$ cat config.mk
export PLATFORM = sky130hd
export DESIGN_NAME = instr_pipe_ctrl_flat
export DESIGN_NICKNAME = d
export VERILOG_FILES = /design/src/rtl/instr_pipe_ctrl_if.sv /design/src/rtl/instr_pipe_ctrl.sv /design/src/flat_wrapper.sv
export SDC_FILE = /design/constraint.sdc
export NUM_CORES = 1
export LEC_CHECK = 0
export BUFFER_PORTS_ARGS = -buffer_cell sky130_fd_sc_hd__buf_4
export CAP_MARGIN = 20
export CORE_MARGIN = 2
export CORE_UTILIZATION = 51
export DETAILED_ROUTE_END_ITERATION = 10
export GPL_ROUTABILITY_DRIVEN = 1
export GPL_TIMING_DRIVEN = 0
export PLACE_DENSITY = 0.88
export SYNTH_ARGS = -nofsm -noshare
export SYNTH_HDL_FRONTEND = slang
export SYNTH_SLANG_ARGS = --single-unit
$ cat constraint.sdc
create_clock -name clk -period 2.7 [get_ports clk]
set_input_delay 0.81 -clock clk [delete_from_list [all_inputs] [get_ports clk]]
set_output_delay 0.81 -clock clk [all_outputs]
set_load 0.01 [all_outputs]
$ cat src/rtl/instr_pipe_ctrl_if.sv
// Stage-chain bus: fetch-side inputs plus the stage outputs and hazard stall.
// master = the environment driving fetch; slave = instr_pipe_ctrl.
interface instr_pipe_ctrl_if #(
  parameter int NUM_STAGES = 4,
  parameter int DATA_W     = 32,
  parameter int CNT_W      = 16
);
  logic                         enable;
  logic                         flush;
  logic [DATA_W-1:0]            din;
  logic                         din_valid;
  logic [NUM_STAGES*DATA_W-1:0] stage_data;
  logic [NUM_STAGES-1:0]        stage_valid;
  logic                         stall;
  logic [CNT_W-1:0]             stall_cnt;

  modport master (
    output enable, flush, din, din_valid,
    input  stage_data, stage_valid, stall, stall_cnt
  );

  modport slave (
    input  enable, flush, din, din_valid,
    output stage_data, stage_valid, stall, stall_cnt
  );
endinterface

$ cat src/rtl/instr_pipe_ctrl.sv
// Pipeline stage-register chain with valid bits, load-use stall/bubble,
// branch flush of the young stages and a saturating stall counter.
module instr_pipe_ctrl #(
  parameter int NUM_STAGES   = 4,
  parameter int DATA_W       = 32,
  parameter int FLUSH_STAGES = 2,
  parameter int CNT_W        = 16
) (
  input  logic              clk,
  input  logic              srst,
  instr_pipe_ctrl_if.slave  bus
);

  localparam logic [DATA_W-1:0] NOP = DATA_W'(32'h0000_0013);

  localparam logic [6:0] OP_LOAD   = 7'b0000011;
  localparam logic [6:0] OP_LUI    = 7'b0110111;
  localparam logic [6:0] OP_AUIPC  = 7'b0010111;
  localparam logic [6:0] OP_JAL    = 7'b1101111;
  localparam logic [6:0] OP_RTYPE  = 7'b0110011;
  localparam logic [6:0] OP_STORE  = 7'b0100011;
  localparam logic [6:0] OP_BRANCH = 7'b1100011;

  logic [DATA_W-1:0]     data_q [NUM_STAGES];
  logic [DATA_W-1:0]     data_d [NUM_STAGES];
  logic [NUM_STAGES-1:0] valid_q, valid_d;
  logic [CNT_W-1:0]      cnt_q, cnt_d;

  logic [6:0] op0, op1;
  logic [4:0] rd1, rs1_0, rs2_0;
  logic       use_rs1, use_rs2, hazard;

  always_comb begin
    op0     = data_q[0][6:0];
    rs1_0   = data_q[0][19:15];
    rs2_0   = data_q[0][24:20];
    op1     = data_q[1][6:0];
    rd1     = data_q[1][11:7];
    use_rs1 = !(op0 inside {OP_LUI, OP_AUIPC, OP_JAL});
    use_rs2 = op0 inside {OP_RTYPE, OP_STORE, OP_BRANCH};
    hazard  = valid_q[0] && valid_q[1] && (op1 == OP_LOAD) && (rd1 != 5'd0) &&
              ((use_rs1 && (rd1 == rs1_0)) || (use_rs2 && (rd1 == rs2_0)));
  end

  // A taken branch overrides the stall so the squashed consumer cannot hold the PC.
  assign bus.stall = hazard && !bus.flush;

  always_comb begin
    data_d[0]  = bus.din;
    valid_d[0] = bus.din_valid;
    for (int k = 1; k < NUM_STAGES; k++) begin
      data_d[k]  = data_q[k-1];
      valid_d[k] = valid_q[k-1];
    end
    cnt_d = cnt_q;
    if (bus.flush) begin
      for (int k = 0; k < FLUSH_STAGES; k++) begin
        data_d[k]  = NOP;
        valid_d[k] = 1'b0;
      end
    end else if (hazard) begin
      data_d[0]  = data_q[0];
      valid_d[0] = valid_q[0];
      data_d[1]  = NOP;
      valid_d[1] = 1'b0;
      if (cnt_q != '1) cnt_d = cnt_q + CNT_W'(1);
    end
  end

  always_ff @(posedge clk) begin
    if (srst) begin
      for (int k = 0; k < NUM_STAGES; k++) data_q[k] <= NOP;
      valid_q <= '0;
      cnt_q   <= '0;
    end else if (bus.enable) begin
      data_q  <= data_d;
      valid_q <= valid_d;
      cnt_q   <= cnt_d;
    end
  end

  for (genvar k = 0; k < NUM_STAGES; k++) begin : g_out
    assign bus.stage_data[k*DATA_W +: DATA_W] = data_q[k];
  end
  assign bus.stage_valid = valid_q;
  assign bus.stall_cnt   = cnt_q;

endmodule
$ cat src/flat_wrapper.sv
// flat-port wrapper written by rule: the top's interface ports become plain ports
module instr_pipe_ctrl_flat 
#(
  parameter int NUM_STAGES   = 4,
  parameter int DATA_W       = 32,
  parameter int FLUSH_STAGES = 2,
  parameter int CNT_W        = 16
)
  (clk, srst, bus_enable, bus_flush, bus_din, bus_din_valid, bus_stage_data, bus_stage_valid, bus_stall, bus_stall_cnt);
  instr_pipe_ctrl_if #(.NUM_STAGES(NUM_STAGES), .DATA_W(DATA_W), .CNT_W(CNT_W)) bus_i ();
  input  logic clk;
  input  logic srst;
  input wire logic [$bits(bus_i.enable)-1:0] bus_enable;
  input wire logic [$bits(bus_i.flush)-1:0] bus_flush;
  input wire logic [$bits(bus_i.din)-1:0] bus_din;
  input wire logic [$bits(bus_i.din_valid)-1:0] bus_din_valid;
  output wire logic [$bits(bus_i.stage_data)-1:0] bus_stage_data;
  output wire logic [$bits(bus_i.stage_valid)-1:0] bus_stage_valid;
  output wire logic [$bits(bus_i.stall)-1:0] bus_stall;
  output wire logic [$bits(bus_i.stall_cnt)-1:0] bus_stall_cnt;
  assign bus_i.enable = bus_enable;
  assign bus_i.flush = bus_flush;
  assign bus_i.din = bus_din;
  assign bus_i.din_valid = bus_din_valid;
  assign bus_stage_data = bus_i.stage_data;
  assign bus_stage_valid = bus_i.stage_valid;
  assign bus_stall = bus_i.stall;
  assign bus_stall_cnt = bus_i.stall_cnt;
  instr_pipe_ctrl #(.NUM_STAGES(NUM_STAGES), .DATA_W(DATA_W), .FLUSH_STAGES(FLUSH_STAGES), .CNT_W(CNT_W)) u_core (.clk(clk), .srst(srst), .bus(bus_i));
endmodule
Word level (Yosys, flattened, before mapping)
Cells that the tools add are included.
- flip-flop bits (word level): 148
- input port bits: 37
- output and inout bits: 149
- word-level logic and storage cells: 39
- $add $sub $neg: 1
- eq/ne operators: 11
- muxes and demuxes: 4
- bitwise logic cells: 1
- reductions and logical operators: 15
- operators with widths (kind ; number):
    2-to-1 mux 64 bit ; 2
    == test 7 x 6 -> 1 bit, second input constant ; 3
    adder 16 x 1 -> 16 bit, second input constant ; 1
    inequality test 16 bit, second input constant ; 1
    == test 7 bit, second input constant ; 2
    == test 5 bit ; 2
    == test 7 x 2 -> 1 bit, second input constant ; 1
    == test 7 x 5 -> 1 bit, second input constant ; 1
    logical AND 1 bit ; 7
    nonzero test 3 bit ; 2
    nonzero test 5 bit ; 1
    2-to-1 mux 2 bit ; 2
    AND reduction 4 bit ; 1
    zero test 1 bit ; 2
    inequality test 2 bit, second input constant ; 1
    AND reduction 2 bit ; 1
    logical OR 1 bit ; 1
    NOT 1 bit ; 1

Depth between registers and ports, before layout
- depth in word-level cells: 8
- depth in mapped cells: 9

Least setup slack after synthesis
OpenSTA, ideal clock, no wires.
- path kind: register -> output
- start point: reg u_core.data_q, in the netlist u_core.bus.stage_data[34]
- end point: out bus_stall
- arrival: 1783 ps
- slack: 107 ps
- stages on the path, launching flop included: 8
- path buffers: 2
- cells stage by stage: dfxtp_1 -> or4b_1 -> nor4_2 -> o21a_1 -> o21ai_1 -> buf_2 -> buf_2 -> nor2_1
- cells in the longest elaborated chain, start to end: 5
- RTL lines (item ; RTL line ; source):
    start, declared ; instr_pipe_ctrl.sv:24 ; logic [DATA_W-1:0] data_q [NUM_STAGES];
    start signal, assigned ; instr_pipe_ctrl.sv:76 ; data_q <= data_d;
    == test 7 x 2 -> 1 bit ; instr_pipe_ctrl.sv:41 ; hazard = valid_q[0] && valid_q[1] && (op1 == OP_LOAD) && (rd1 != 5'd0) &&
    logical AND 1 bit (3 in series) ; instr_pipe_ctrl.sv:41 ;
    logical AND 1 bit ; instr_pipe_ctrl.sv:46 ; assign bus.stall = hazard && !bus.flush;
    end, declared ; flat_wrapper.sv:19 ; output wire logic [$bits(bus_i.stall)-1:0] bus_stall;
No other way between the ends.

Final worst setup path
- start point: reg u_core.data_q, in the netlist u_core.bus.stage_data[35]
- end point: out bus_stall
The elaborated chain is that of the path after synthesis.

==> results_dict.tcl <==
set metrics [dict create \
    status "finished with violations" \
    violations "setup timing" \
    io_pins 186 \
    yosys.area.top_type "dfxtp_1" \
    dr.first_iter.drc_count 441 \
    clock_latency_ps 420 \
    grtUsageTotal_pct 27.8 \
    synth.avg_cell_area_sq_um 9.80 \
    nFillCells 787 \
    synth_top_area_share_pct 49.3 \
    cts_tree "yes" \
    synth.distinct_cells 47 \
    seqPwrFrac_pct 46.5 \
    max_freq_ghz 0.340 \
    clkTransAtPathRegs_ps 60 \
    critPathLaunchType "register" \
    clockPowerShare_pct 46.7 \
    place_ws_ps -302 \
    p_int_mw 3.73 \
    ir_drop_mv 0.440 \
    hold_viol_final 0 \
    drive_gt1_share_pct 37.4 \
    routed_wl_um 18100 \
    synthTopCellsByArea "dfxtp_1 49%, mux2i_1 10%, buf_4 8.2%" \
    cap_violations 0 \
    netlist_area_sq_um 6010 \
    leakage_nw 3.76 \
    path_class "reg -> out" \
    period_share_pct 109 \
    setup-violations-final 10 \
    numCtsBuffers 17 \
    postRouteAntennaNets 0 \
    worst_ep_arrival_time_ps 2130 \
    crit_path_end_kind "output pin" \
    synth-async-reset-ratio_pct 0 \
    initial_utilization_pct 52.4 \
    hp-class "reg -> reg" \
    synth-seq-cells 148 \
    whs_ps 486 \
    synth_most_common_cell "dfxtp_1" \
    area_delta_synth_final_pct 37.5 \
    p_switching_mw 1.13 \
    dieArea_sq_um 12700 \
    fin_ws_ps -243 \
    regArea_sq_um 2980 \
    rsz0062_at_grt "yes" \
    io_buffers 184 \
    grt_max_degree 19 \
    grt-ovfl-total 0 \
    grt_pass1_wl_um 27900 \
    cp_max_fo 2 \
    drt_pass1_iterations 7 \
    synth_cells 613 \
    wl_per_cell_um 18.6 \
    rows 39 \
    ys.warnings.count 0 \
    antenna_found_initial 0 \
    coreArea_sq_um 11500 \
    cts_sinks 148 \
    hpwl_um 12800 \
    reg2reg_depth 8 \
    drc 0 \
    die_h_um 113 \
    chipWidth_um 113 \
    synth_common_cells "148 x dfxtp_1, 101 x nor2_1, 66 x buf_4" \
    slew_headroom_pct 44.4 \
    skew_ps 12.0 \
    synth_edf_count 0 \
    worst_pin_slew_ps 835 \
    via_count 5520 \
    cts-root-buf "clkbuf_16" \
    grt_pass1_vias 5566 \
    switching_share_pct 23.3 \
    hold_depth 1 \
    period_needed_ps 2940 \
    totalPowerFinal_mw 4.86 \
    ys.flop_type "dfxtp_1" \
    multi_input_area_sq_um 2420 \
    holdCritStartpoint "u_core.bus.stage_data[100]$_SDFFE_PP1P_" \
    nets 857 \
    htree_levels 4 \
    seq_area_frac_synth_pct 49.3 \
    clockBufferDepth 2 \
    n_antenna_cell 0 \
    combPwrFrac_pct 6.8 \
    vias_per_cell 5.67 \
    maxSlewViolCount 0 \
    syn_nets 651 \
    cp.required_ps 1890 \
    gp_congestion 0.885 \
    cellPowerDensity_nw_per_um2 588 \
    startpoint "u_core.bus.stage_data[35]$_SDFFE_PP0P_" \
    r2r_start "u_core.bus.stage_data[40]$_SDFFE_PP0P_" \
]
[worst max-delay path, cell delays in order, from the launching register on]
cell and delay, ps:
dfxtp_4 340, or4b_4 540, nor4_4 190, o21a_1 240, o21ai_4 80, buf_6 120
nor2_2 70, buf_4 120
[registers in the layout (all words and copies together), names as in the netlist]
| name | flops |
|---|---|
| u_core.bus.stage_valid | 4 |
| u_core.bus.stage_data | 128 |
| u_core.bus.stall_cnt | 16 |
[logic make-up (layout without fill, tap and decap cells)]
group	after synthesis	in the layout	share of synthesized area, %
adders and majority gates	1	1	0.208
DFF	148	148	49.3
xor gates and xnor gates	10	10	1.46
AOI/OAI and AO/OA	112	112	14.4
and+or+nand+nor	169	169	13.2
buffers and inverters	113	331	11.4
muxes	60	60	10.0
[power by group through the flow]
stage | Clock (mW) | Sequential (mW) | Combinational [mW]
after CTS | 2.27 | 2.26 | 0.323
after global routing | 2.37 | 2.26 | 0.352
after detailed placement | 0 | 2.30 | 0.316
after global placement | 0 | 2.30 | 0.307
after floorplan | 0 | 2.30 | 0.167
final | 2.27 | 2.26 | 0.332
[repair_timing]
action                     in CTS  in global routing
setup endpoints to repair       2                 34
resized for setup              15                 14
pin swaps                       2                  1
hold buffers                    0                  0
buffers inserted                4                  1
[final cells by class]
| class | count | share of cell area, % |
|---|---|---|
| inverter | 5 | 0.227 |
| sequential | 148 | 36.0 |
| clock inverter | 12 | 1.62 |
| clock buffer | 19 | 5.24 |
| timing repair buffer | 189 | 17.2 |
| multi-input combinational | 352 | 29.3 |
| tap | 143 | 2.17 |
| buffer | 106 | 8.26 |
[routing by layer]
metal  wire length, um  GRT usage [%]  part of all wire [%]
met1              7230           33.0                    40
met2              8980           47.2                    50
met4               552           14.2                   3.0
met5                 0              0                     0
met3              1350           6.43                   7.5
[per-stage QoR]
stage | instance area [sq um] | cells | TNS, ps | util [%]
2_1_floorplan | 6010 | 613 | 0 | -
3_3_place_gp | 7570 | 940 | -339 | 66.0
3_5_place_dp | 7570 | 940 | -885 | 66.0
4_1_cts | 8210 | 973 | -292 | 71.6
5_1_grt | 8260 | 974 | -941 | 72.0
6_report | 8260 | 974 | -302 | 72.0
[path summary, 6_finish.rpt]
path,endpoint,slack [ps]
max,bus_stall,-240
min,u_core.bus.stage_data[100]$_SDFFE_PP1P_,490
min reg2reg,u_core.bus.stage_data[100]$_SDFFE_PP1P_,490
max reg2reg,u_core.bus.stage_data[5]$_SDFFE_PP0P_,-20
[cell usage in the layout, fill, tap and decap left out, drive strengths merged, types with 5 or more instances in the layout]
cell	n
xnor2	8
a32oi	31
a22o	30
o21ai	14
nand2	12
clkinvlp	5
dfxtp	148
clkbuf	42
nand4	10
and2	8
nor2	101
mux2i	60
buf	272
inv	6
a21oi	15
a211o	6
or3	12
No activity file was read; power rests on OpenSTA's default activity.
